==> config.mk <==
export PLATFORM = sky130hd
export DESIGN_NAME = vend_ctrl_param_flat
export DESIGN_NICKNAME = d
export VERILOG_FILES = /design/src/rtl/vend_pkg.sv /design/src/rtl/vend_ctrl_param_if.sv /design/src/rtl/vend_coin_decode.sv /design/src/rtl/vend_ctrl_param.sv /design/src/flat_wrapper.sv
export SDC_FILE = /design/constraint.sdc
export NUM_CORES = 1
export LEC_CHECK = 0
export ABC_AREA = 1
export CAP_MARGIN = 10
export CORE_MARGIN = 4
export CORE_UTILIZATION = 48
export DETAILED_ROUTE_END_ITERATION = 8
export GPL_ROUTABILITY_DRIVEN = 0
export PLACE_DENSITY = 0.76
export RECOVER_POWER = 50
export SYNTH_ARGS = -nofsm -noshare
export SYNTH_HDL_FRONTEND = slang
export SYNTH_HIERARCHICAL = 1
export SYNTH_SLANG_ARGS = --single-unit
export TNS_END_PERCENT = 1
==> constraint.sdc <==
create_clock -name CLK -period 1.7 [get_ports CLK]
set_input_delay 0.34 -clock CLK [delete_from_list [all_inputs] [get_ports CLK]]
set_output_delay 0.34 -clock CLK [all_outputs]
set_load 0.05 [all_outputs]
==> src/rtl/vend_pkg.sv <==
// vend_pkg: shared encodings for the parametrised vending controller.
//   vend_state_t : 3-bit controller state (IDLE/ACCUM/VEND/CHANGE/REFUND)
//   COIN_*       : coin-acceptor codes on COIN_IN
package vend_pkg;

  typedef enum logic [2:0] {
    ST_IDLE   = 3'd0,
    ST_ACCUM  = 3'd1,
    ST_VEND   = 3'd2,
    ST_CHANGE = 3'd3,
    ST_REFUND = 3'd4
  } vend_state_t;

  localparam logic [1:0] COIN_NONE = 2'b00;
  localparam logic [1:0] COIN1     = 2'b01;
  localparam logic [1:0] COIN2     = 2'b10;
  localparam logic [1:0] COIN3     = 2'b11;

endpackage

==> src/rtl/vend_ctrl_param_if.sv <==
// vend_ctrl_param_if: coin front end <-> vending controller bundle.
//   master : coin acceptor side (drives COIN_IN, CANCEL)
//   slave  : controller side (drives TINOUT, CHANGE_VLD, CHANGE_AMT,
//            COIN_REJ, CREDIT, BUSY)
interface vend_ctrl_param_if #(
  parameter int CW = 4
);
  logic [1:0]    COIN_IN;
  logic          CANCEL;
  logic          TINOUT;
  logic          CHANGE_VLD;
  logic [CW-1:0] CHANGE_AMT;
  logic          COIN_REJ;
  logic [CW-1:0] CREDIT;
  logic          BUSY;

  modport master (
    output COIN_IN, CANCEL,
    input  TINOUT, CHANGE_VLD, CHANGE_AMT, COIN_REJ, CREDIT, BUSY
  );

  modport slave (
    input  COIN_IN, CANCEL,
    output TINOUT, CHANGE_VLD, CHANGE_AMT, COIN_REJ, CREDIT, BUSY
  );
endinterface

==> src/rtl/vend_coin_decode.sv <==
// vend_coin_decode: combinational coin code -> credit value.
//   i_coin : coin code (00 = no coin)
//   o_val  : coin value, CW bits (0 when no coin)
//   o_vld  : a coin is present this cycle
module vend_coin_decode
  import vend_pkg::*;
#(
  parameter int CW        = 4,
  parameter int COIN1_VAL = 1,
  parameter int COIN2_VAL = 2,
  parameter int COIN3_VAL = 5
) (
  input  logic [1:0]    i_coin,
  output logic [CW-1:0] o_val,
  output logic          o_vld
);

  always_comb begin
    o_val = '0;
    o_vld = 1'b1;
    case (i_coin)
      COIN1:   o_val = CW'(COIN1_VAL);
      COIN2:   o_val = CW'(COIN2_VAL);
      COIN3:   o_val = CW'(COIN3_VAL);
      default: o_vld = 1'b0;
    endcase
  end

endmodule

==> src/rtl/vend_ctrl_param.sv <==
// vend_ctrl_param: parametrised vending controller.
//   CLK, RST  : clock (rising edge), asynchronous active-high reset
//   bus       : vend_ctrl_param_if.slave (COIN_IN/CANCEL in; TINOUT,
//               CHANGE_VLD, CHANGE_AMT, COIN_REJ, CREDIT, BUSY out)
// Optional feature: define VEND_CHANGE_EN to return overpayment through
// the CHANGE state; otherwise the excess is kept and VEND goes to IDLE.
// All outputs are registered from the next-state decision, so each output
// reflects the state it belongs to in the same cycle (Moore).
module vend_ctrl_param
  import vend_pkg::*;
#(
  parameter int PRICE     = 3,
  parameter int CW        = 4,
  parameter int COIN1_VAL = 1,
  parameter int COIN2_VAL = 2,
  parameter int COIN3_VAL = 5
) (
  input logic             CLK,
  input logic             RST,
  vend_ctrl_param_if.slave bus
);

  // Worst case credit is PRICE-1 topped up with the largest coin.
  if (PRICE < 1 || (PRICE - 1 + COIN3_VAL) > ((1 << CW) - 1)) begin : g_bad_param
    $error("vend_ctrl_param: PRICE/COIN3_VAL do not fit in CW bits");
  end

  localparam logic [CW-1:0] PRICE_C = CW'(PRICE);

  vend_state_t   r_state, w_nxt;
  logic [CW-1:0] r_credit, w_credit_nxt;
  logic [CW-1:0] w_coin_val, w_sum, w_amt;
  logic          w_coin_vld, w_rej;
  logic          r_tinout, r_chg_vld, r_rej, r_busy;
  logic [CW-1:0] r_chg_amt;

  vend_coin_decode #(
    .CW(CW), .COIN1_VAL(COIN1_VAL), .COIN2_VAL(COIN2_VAL), .COIN3_VAL(COIN3_VAL)
  ) u_dec (
    .i_coin (bus.COIN_IN),
    .o_val  (w_coin_val),
    .o_vld  (w_coin_vld)
  );

  assign w_sum = r_credit + w_coin_val;

  // Next state, next credit and the payout/reject that the transition emits.
  always_comb begin
    w_nxt        = r_state;
    w_credit_nxt = r_credit;
    w_amt        = '0;
    w_rej        = 1'b0;
    case (r_state)
      ST_IDLE, ST_ACCUM: begin
        if (r_state == ST_ACCUM && bus.CANCEL) begin
          // Cancel beats a simultaneous coin: only prior credit is refunded.
          w_nxt        = ST_REFUND;
          w_amt        = r_credit;
          w_credit_nxt = '0;
          w_rej        = w_coin_vld;
        end else if (w_coin_vld) begin
          w_credit_nxt = w_sum;
          w_nxt        = (w_sum >= PRICE_C) ? ST_VEND : ST_ACCUM;
        end
      end
      ST_VEND: begin
        w_rej        = w_coin_vld;
        w_nxt        = ST_IDLE;
        w_credit_nxt = '0;
`ifdef VEND_CHANGE_EN
        if (r_credit > PRICE_C) begin
          w_nxt = ST_CHANGE;
          w_amt = r_credit - PRICE_C;
        end
`endif
      end
      ST_CHANGE, ST_REFUND: begin
        w_rej        = w_coin_vld;
        w_nxt        = ST_IDLE;
        w_credit_nxt = '0;
      end
      default: begin
        w_nxt        = ST_IDLE;
        w_credit_nxt = '0;
      end
    endcase
  end

  always_ff @(posedge CLK or posedge RST) begin
    if (RST) begin
      r_state   <= ST_IDLE;
      r_credit  <= '0;
      r_tinout  <= 1'b0;
      r_chg_vld <= 1'b0;
      r_chg_amt <= '0;
      r_rej     <= 1'b0;
      r_busy    <= 1'b0;
    end else begin
      r_state   <= w_nxt;
      r_credit  <= w_credit_nxt;
      r_tinout  <= (w_nxt == ST_VEND);
      r_chg_vld <= (w_nxt == ST_CHANGE) || (w_nxt == ST_REFUND);
      r_chg_amt <= w_amt;
      r_rej     <= w_rej;
      r_busy    <= (w_nxt == ST_VEND) || (w_nxt == ST_CHANGE) || (w_nxt == ST_REFUND);
    end
  end

  assign bus.TINOUT     = r_tinout;
  assign bus.CHANGE_VLD = r_chg_vld;
  assign bus.CHANGE_AMT = r_chg_amt;
  assign bus.COIN_REJ   = r_rej;
  assign bus.CREDIT     = r_credit;
  assign bus.BUSY       = r_busy;

endmodule
==> src/flat_wrapper.sv <==
// flat-port wrapper written by rule: the top's interface ports become plain ports
module vend_ctrl_param_flat import vend_pkg::*;
#(
  parameter int PRICE     = 3,
  parameter int CW        = 4,
  parameter int COIN1_VAL = 1,
  parameter int COIN2_VAL = 2,
  parameter int COIN3_VAL = 5
)
  (CLK, RST, bus_COIN_IN, bus_CANCEL, bus_TINOUT, bus_CHANGE_VLD, bus_CHANGE_AMT, bus_COIN_REJ, bus_CREDIT, bus_BUSY);
  vend_ctrl_param_if #(.CW(CW)) bus_i ();
  input logic CLK;
  input logic RST;
  input wire logic [$bits(bus_i.COIN_IN)-1:0] bus_COIN_IN;
  input wire logic [$bits(bus_i.CANCEL)-1:0] bus_CANCEL;
  output wire logic [$bits(bus_i.TINOUT)-1:0] bus_TINOUT;
  output wire logic [$bits(bus_i.CHANGE_VLD)-1:0] bus_CHANGE_VLD;
  output wire logic [$bits(bus_i.CHANGE_AMT)-1:0] bus_CHANGE_AMT;
  output wire logic [$bits(bus_i.COIN_REJ)-1:0] bus_COIN_REJ;
  output wire logic [$bits(bus_i.CREDIT)-1:0] bus_CREDIT;
  output wire logic [$bits(bus_i.BUSY)-1:0] bus_BUSY;
  assign bus_i.COIN_IN = bus_COIN_IN;
  assign bus_i.CANCEL = bus_CANCEL;
  assign bus_TINOUT = bus_i.TINOUT;
  assign bus_CHANGE_VLD = bus_i.CHANGE_VLD;
  assign bus_CHANGE_AMT = bus_i.CHANGE_AMT;
  assign bus_COIN_REJ = bus_i.COIN_REJ;
  assign bus_CREDIT = bus_i.CREDIT;
  assign bus_BUSY = bus_i.BUSY;
  vend_ctrl_param #(.PRICE(PRICE), .CW(CW), .COIN1_VAL(COIN1_VAL), .COIN2_VAL(COIN2_VAL), .COIN3_VAL(COIN3_VAL)) u_core (.CLK(CLK), .RST(RST), .bus(bus_i));
endmodule
## Word level (Yosys, flattened, before mapping)

Cells that the tools add are included.

| storage, ports and cells | value |
|---|---|
| input bits | 5 |
| logic and storage cells | 41 |
| register bits after elaboration | 15 |

| operators by class | value |
|---|---|
| add/subtract/negate cells | 1 |
| equal/unequal tests | 11 |
| order comparisons | 1 |
| reduce and logical (&&, ||, !) cells | 8 |
| muxes and demuxes | 13 |

Operator list:

| cell | count |
|---|---|
| $mux 4 | 5 |
| $eq 3x2->1 const B | 4 |
| $mux 3 | 3 |
| $pmux 3 s3 | 1 |
| $eq 3x3->1 const B | 2 |
| $reduce_or 3->1 | 2 |
| $add 4x3->4 | 1 |
| $eq 2x2->1 const B | 2 |
| $ge 4x2->1 const B | 1 |
| $eq 3x1->1 const B | 1 |
| $logic_not 3->1 | 1 |
| $logic_or 1x1->1 | 3 |
| $ne 3x1->1 const B | 1 |
| $eq 2x1->1 const B | 1 |
| $mux 1 | 2 |
| $mux 2 | 1 |
| $pmux 1 s2 | 1 |
| $reduce_or 2->1 | 1 |
| $logic_and 1x1->1 | 1 |

## Longest topological paths before layout

| depth | value |
|---|---|
| depth after elaboration | 11 |
| mapped depth | 10 |
| gate-level depth less buffers | 10 |

## By module

The synthesis kept the hierarchy.

Modules (own cells, without submodules):

| module | seq. area each (µm²) | times used | area an instance (µm²) | cells each |
|---|---|---|---|---|
| vend_ctrl_param | 375.4 | 1 | 734.5 | 78 |
| vend_coin_decode | 0.0 | 1 | 37.5 | 9 |

## Worst setup path after synthesis

OpenSTA, ideal clock, no wires.

| timing path | value |
|---|---|
| kind | reg2reg |
| start | reg u_core.r_credit[0] (netlist: u_core/bus.CREDIT[0]) |
| end | reg u_core.r_busy (netlist: u_core/bus.BUSY) |
| path buffers | 0 |
| cell stages (with the launch flop) | 9 |
| setup time | 116 ps |
| slack | -169 ps |
| arrival time | 1753 ps |
| cells stage by stage | dfrtp_1 > ha_1 > fa_1 > nand2_1 > inv_1 > nor2_2 > nand3_2 > nand2_2 > nand2_2 |

| on the way | value |
|---|---|
| longest elaborated chain between the ends | 9 |
| elaborated cells between the ends (all ways) | 11 |
| classes of those cells | 1 x add/sub; 1 x order compare; 3 x eq/ne; 4 x mux; 2 x reduce/logical |

Ends and longest elaborated chain:

| item | RTL line | RTL |
|---|---|---|
| start: declaration | vend_ctrl_param.sv:31 | `logic [CW-1:0] r_credit, w_credit_nxt;` |
| start signal: assignment | vend_ctrl_param.sv:100 | `r_credit <= w_credit_nxt;` |
| $add 4x3->4 * | vend_ctrl_param.sv:45 | `assign w_sum = r_credit + w_coin_val;` |
| $ge 4x2->1 * | vend_ctrl_param.sv:63 | `w_nxt = (w_sum >= PRICE_C) ? ST_VEND : ST_ACCUM;` |
| $mux 2 * | vend_ctrl_param.sv:63 |  |
| $mux 3 * | vend_ctrl_param.sv:61 | `end else if (w_coin_vld) begin` |
| $mux 3 * | vend_ctrl_param.sv:55 | `if (r_state == ST_ACCUM && bus.CANCEL) begin` |
| $mux 3 * | vend_ctrl_param.sv:53 | `case (r_state)` |
| $eq 3x2->1 | vend_ctrl_param.sv:105 | `r_busy <= (w_nxt == ST_VEND) \|\| (w_nxt == ST_CHANGE) \|\| (w_nxt == ST_REFUND);` |
| $logic_or 1x1->1 | vend_ctrl_param.sv:105 |  |
| $logic_or 1x1->1 * | vend_ctrl_param.sv:105 |  |
| end signal: assignment | vend_ctrl_param.sv:105 |  |
| end: declaration | vend_ctrl_param.sv:34 | `logic r_tinout, r_chg_vld, r_rej, r_busy;` |

Every way passes the cells marked *; elsewhere a longest branch is shown, timed or not.
A chain may end at the register's enable or synchronous reset.

## Final worst setup path

Ends and elaborated chain as after synthesis.

==> out/metrics.yaml <==
run_status:
  outcome: "completed"
placed_design:
  place_inst: 120
  dp_hpwl_um: 1120
  io_buffers: 16
sta:
  relSlewSlack_pct: 65.1
  rsz0062_at_grt: "false"
  period_share_pct: 95.6
  setup_viol: 0
  worst_pin_slew_ns: 0.523
  skew_ns: 0.00321
  finalCriticalPeriod_ns: 1.62
  tns_ns: 0
  whs_ns: 0.511
  slew_viol_final: 0
  fmaxAchievable_ghz: 0.616
  finalHoldViolCount: 0
logic_synthesis:
  ys_seq_area_share_pct: 48.6
  synth_nets: 96
  postSynthCellCount: 87
  synth_seq_cells: 15
  syn_area_sq_um: 772
  avgSynthCellArea_sq_um: 8.87
  ys.warnings.count: 6
  ys_types: 24
detailed_routing:
  vias_per_cell: 4.74
  num_vias: 597
  initialDrtViolationCount: 7
  routed_wl_um: 1370
  avgRoutedWirePerCell_um: 10.9
  drt_first_pass_iters: 4
  drcViolationCount: 0
  ant_nets: 0
pwr:
  total_power_mw: 1.69
  intPower_mw: 0.877
  p_seq_share_pct: 33.0
  power_switching_mw: 0.816
  p_per_area_nw_per_um2: 1680
  p_leak_nw: 0.547
  pwr-share-clk_pct: 11.2
  vdd.ir_drop.worst_mv: 1.04
  swShare_pct: 48.2
  p_comb_share_pct: 55.8
global_routing:
  antenna_found_initial: 0
  grt_pass1_vias: 499
  grt.total_usage_pct: 13.9
  grt_pass1_wl_um: 2080
  grt_max_degree: 16
  grt_overflow: 0
clocking:
  cts.sink_count: 15
  cts.hold.buffers_added: 0
  cts_made_buffers: 3
  clkSlewWorstSetupHoldPaths_ns: 0.08
  clockBufferDepth: 2
  cts.htree.levels: 1
  ctsRootBufferMaster: "clkbuf_4"
  clock_latency_ns: 0.27
  cts_tree: "done"
setup_path:
  arrival_ns: 1.80
  crit_path_frequent_cell: "nand2_2"
  cpMaxStageDelayCell: "dfrtp_2"
  cp-start-kind: "flop"
  end_kind: "flop"
  worstPathMaxFanout: 3
  max_stage_delay_ns: 0.44
  cp.required_ns: 1.87
  path_cells: "ha_4 -> fa_2 -> nand2_1 -> inv_1 -> nor2_2 -> nand3_2 -> nand2_2 -> nand2_2"
  crit_type: "reg -> reg"
floorplanning:
  die_height_um: 48.1
  initial_utilization_pct: 51.2
  fp.dieW_um: 48.1
  fp-row-count: 14
  num_io_pins: 17
  coreArea_sq_um: 1510
  die_area_sq_um: 2310
final_layout:
  final_cells: 126
  drive_gt1_share_pct: 40.0
  antenna_cells: 0
  nets: 120
  area_delta_synth_final_pct: 30.3
job:
  drv_cap: 0
hold_path:
  hp-class: "reg -> reg"
synthesized netlist by cell type, drive strengths merged:
cell	number	area (sq um)
inv	15	58.8
nand3	6	45.0
nand2	24	105
nor3	2	15.0
o21ai	5	28.8
nor2	10	52.6
a21oi	1	8.76
conb	1	3.75
buf	1	7.51
clkinv	1	3.75
dfrtp	15	375
and3	1	6.26
clkbuf	1	3.75
ha	3	37.5
fa	1	20.0
flip-flops by register name (all words and copies together) (netlist names):
name	flops
u_core/bus.TINOUT	1
u_core/bus.CHANGE_VLD	1
u_core/bus.BUSY	1
u_core/r_state	3
u_core/bus.CHANGE_AMT	4
u_core/bus.COIN_REJ	1
u_core/bus.CREDIT	4
cell type report:
type                    instances  area, sq um
fillers                       119          500
flip-flops and latches         15          378
multi-input cells              54          340
repair buffers                 21          178
inverters                      16         62.6
clock buffers                   3         22.5
well taps                      16         20.0
clock inverters                 1         5.00
power groups by stage:
stage,clock network [mW],registers (mW),logic (mW)
after detailed placement,0,0.570,0.938
after global routing,0.218,0.575,1.01
final,0.189,0.559,0.944
after floorplan,0,0.823,0.415
after CTS,0.198,0.566,0.954
after global placement,0,0.565,0.927
per-stage QoR:
stage               setup WS, ns  cell area [sq um]  utilization, %
finish                    0.0756               1010            66.8
global route             0.00729               1010            66.8
CTS                       0.0544               1010            67.3
detailed placement        -0.453                961            63.8
global placement          -0.359                961            63.8
floorplan                0.00185                787               -
cell usage in the layout, fill, tap and decap left out, drive strengths merged:
cell type / n
o21ai: 5
fa: 1
conb: 1
nor3: 2
nor2: 10
nand3: 6
dlygate4sd3: 2
dlygate4sd2: 2
buf: 17
inv: 14
and3: 1
nand2: 24
a21oi: 1
ha: 3
dfrtp: 15
clkinv: 3
clkbuf: 3
per-layer routing:
metal / routed length, um / global-route usage (%) / vias up
li1: - / - / 311
met1: 583 / 16.3 / 269
met2: 678 / 22.2 / 15
met3: 87 / 3.32 / 2
met4: 19 / 9.68 / 0
met5: 0 / 0 / -
final timing paths:
kind                                               endpoint  depth (start not counted)  slack [ns]                        startpoint
max                               u_core/bus.BUSY$_DFF_PP0_                          8        0.08  u_core/bus.CREDIT[0]$_DFFE_PP0P_
min                         u_core/bus.CHANGE_VLD$_DFF_PP0_                          1        0.51       u_core/r_state[2]$_DFF_PP0_
max reg2reg                       u_core/bus.BUSY$_DFF_PP0_                          8        0.08  u_core/bus.CREDIT[0]$_DFFE_PP0P_
min reg2reg                 u_core/bus.CHANGE_VLD$_DFF_PP0_                          1        0.51       u_core/r_state[2]$_DFF_PP0_
max in group asynchronous  u_core/bus.CREDIT[0]$_DFFE_PP0P_                          2        0.78                               RST
min in group asynchronous   u_core/bus.CHANGE_VLD$_DFF_PP0_                          2        0.54                               RST
worst max-delay path, delay by kind of cell, from the launching register on:
kind / cells / cell delay [ns]
adder cells (fa/ha/maj): 2 / 0.61
buffers and inverters: 1 / 0.04
flip-flops: 1 / 0.44
AND/OR/NAND/NOR: 5 / 0.43
repair_timing:
| item | in CTS | in global routing |
|---|---|---|
| pin swaps | 7 | 2 |
| endpoints found under the setup margin | 4 | 3 |
| buffers inserted | 2 | 0 |
| resized for setup | 7 | 0 |
kinds of logic (layout without fill, tap and decap cells):
kind of cell / count (synthesis) / after routing / share of synthesized area (%)
simple gates: 43 / 43 / 29.0
buf+inv: 18 / 41 / 9.56
flops: 15 / 15 / 48.6
other cells: 1 / 1 / 0.486
compound gates: 6 / 6 / 4.86
fa+ha+maj: 4 / 4 / 7.46
Note: power is estimated with default switching activity, not from simulation.
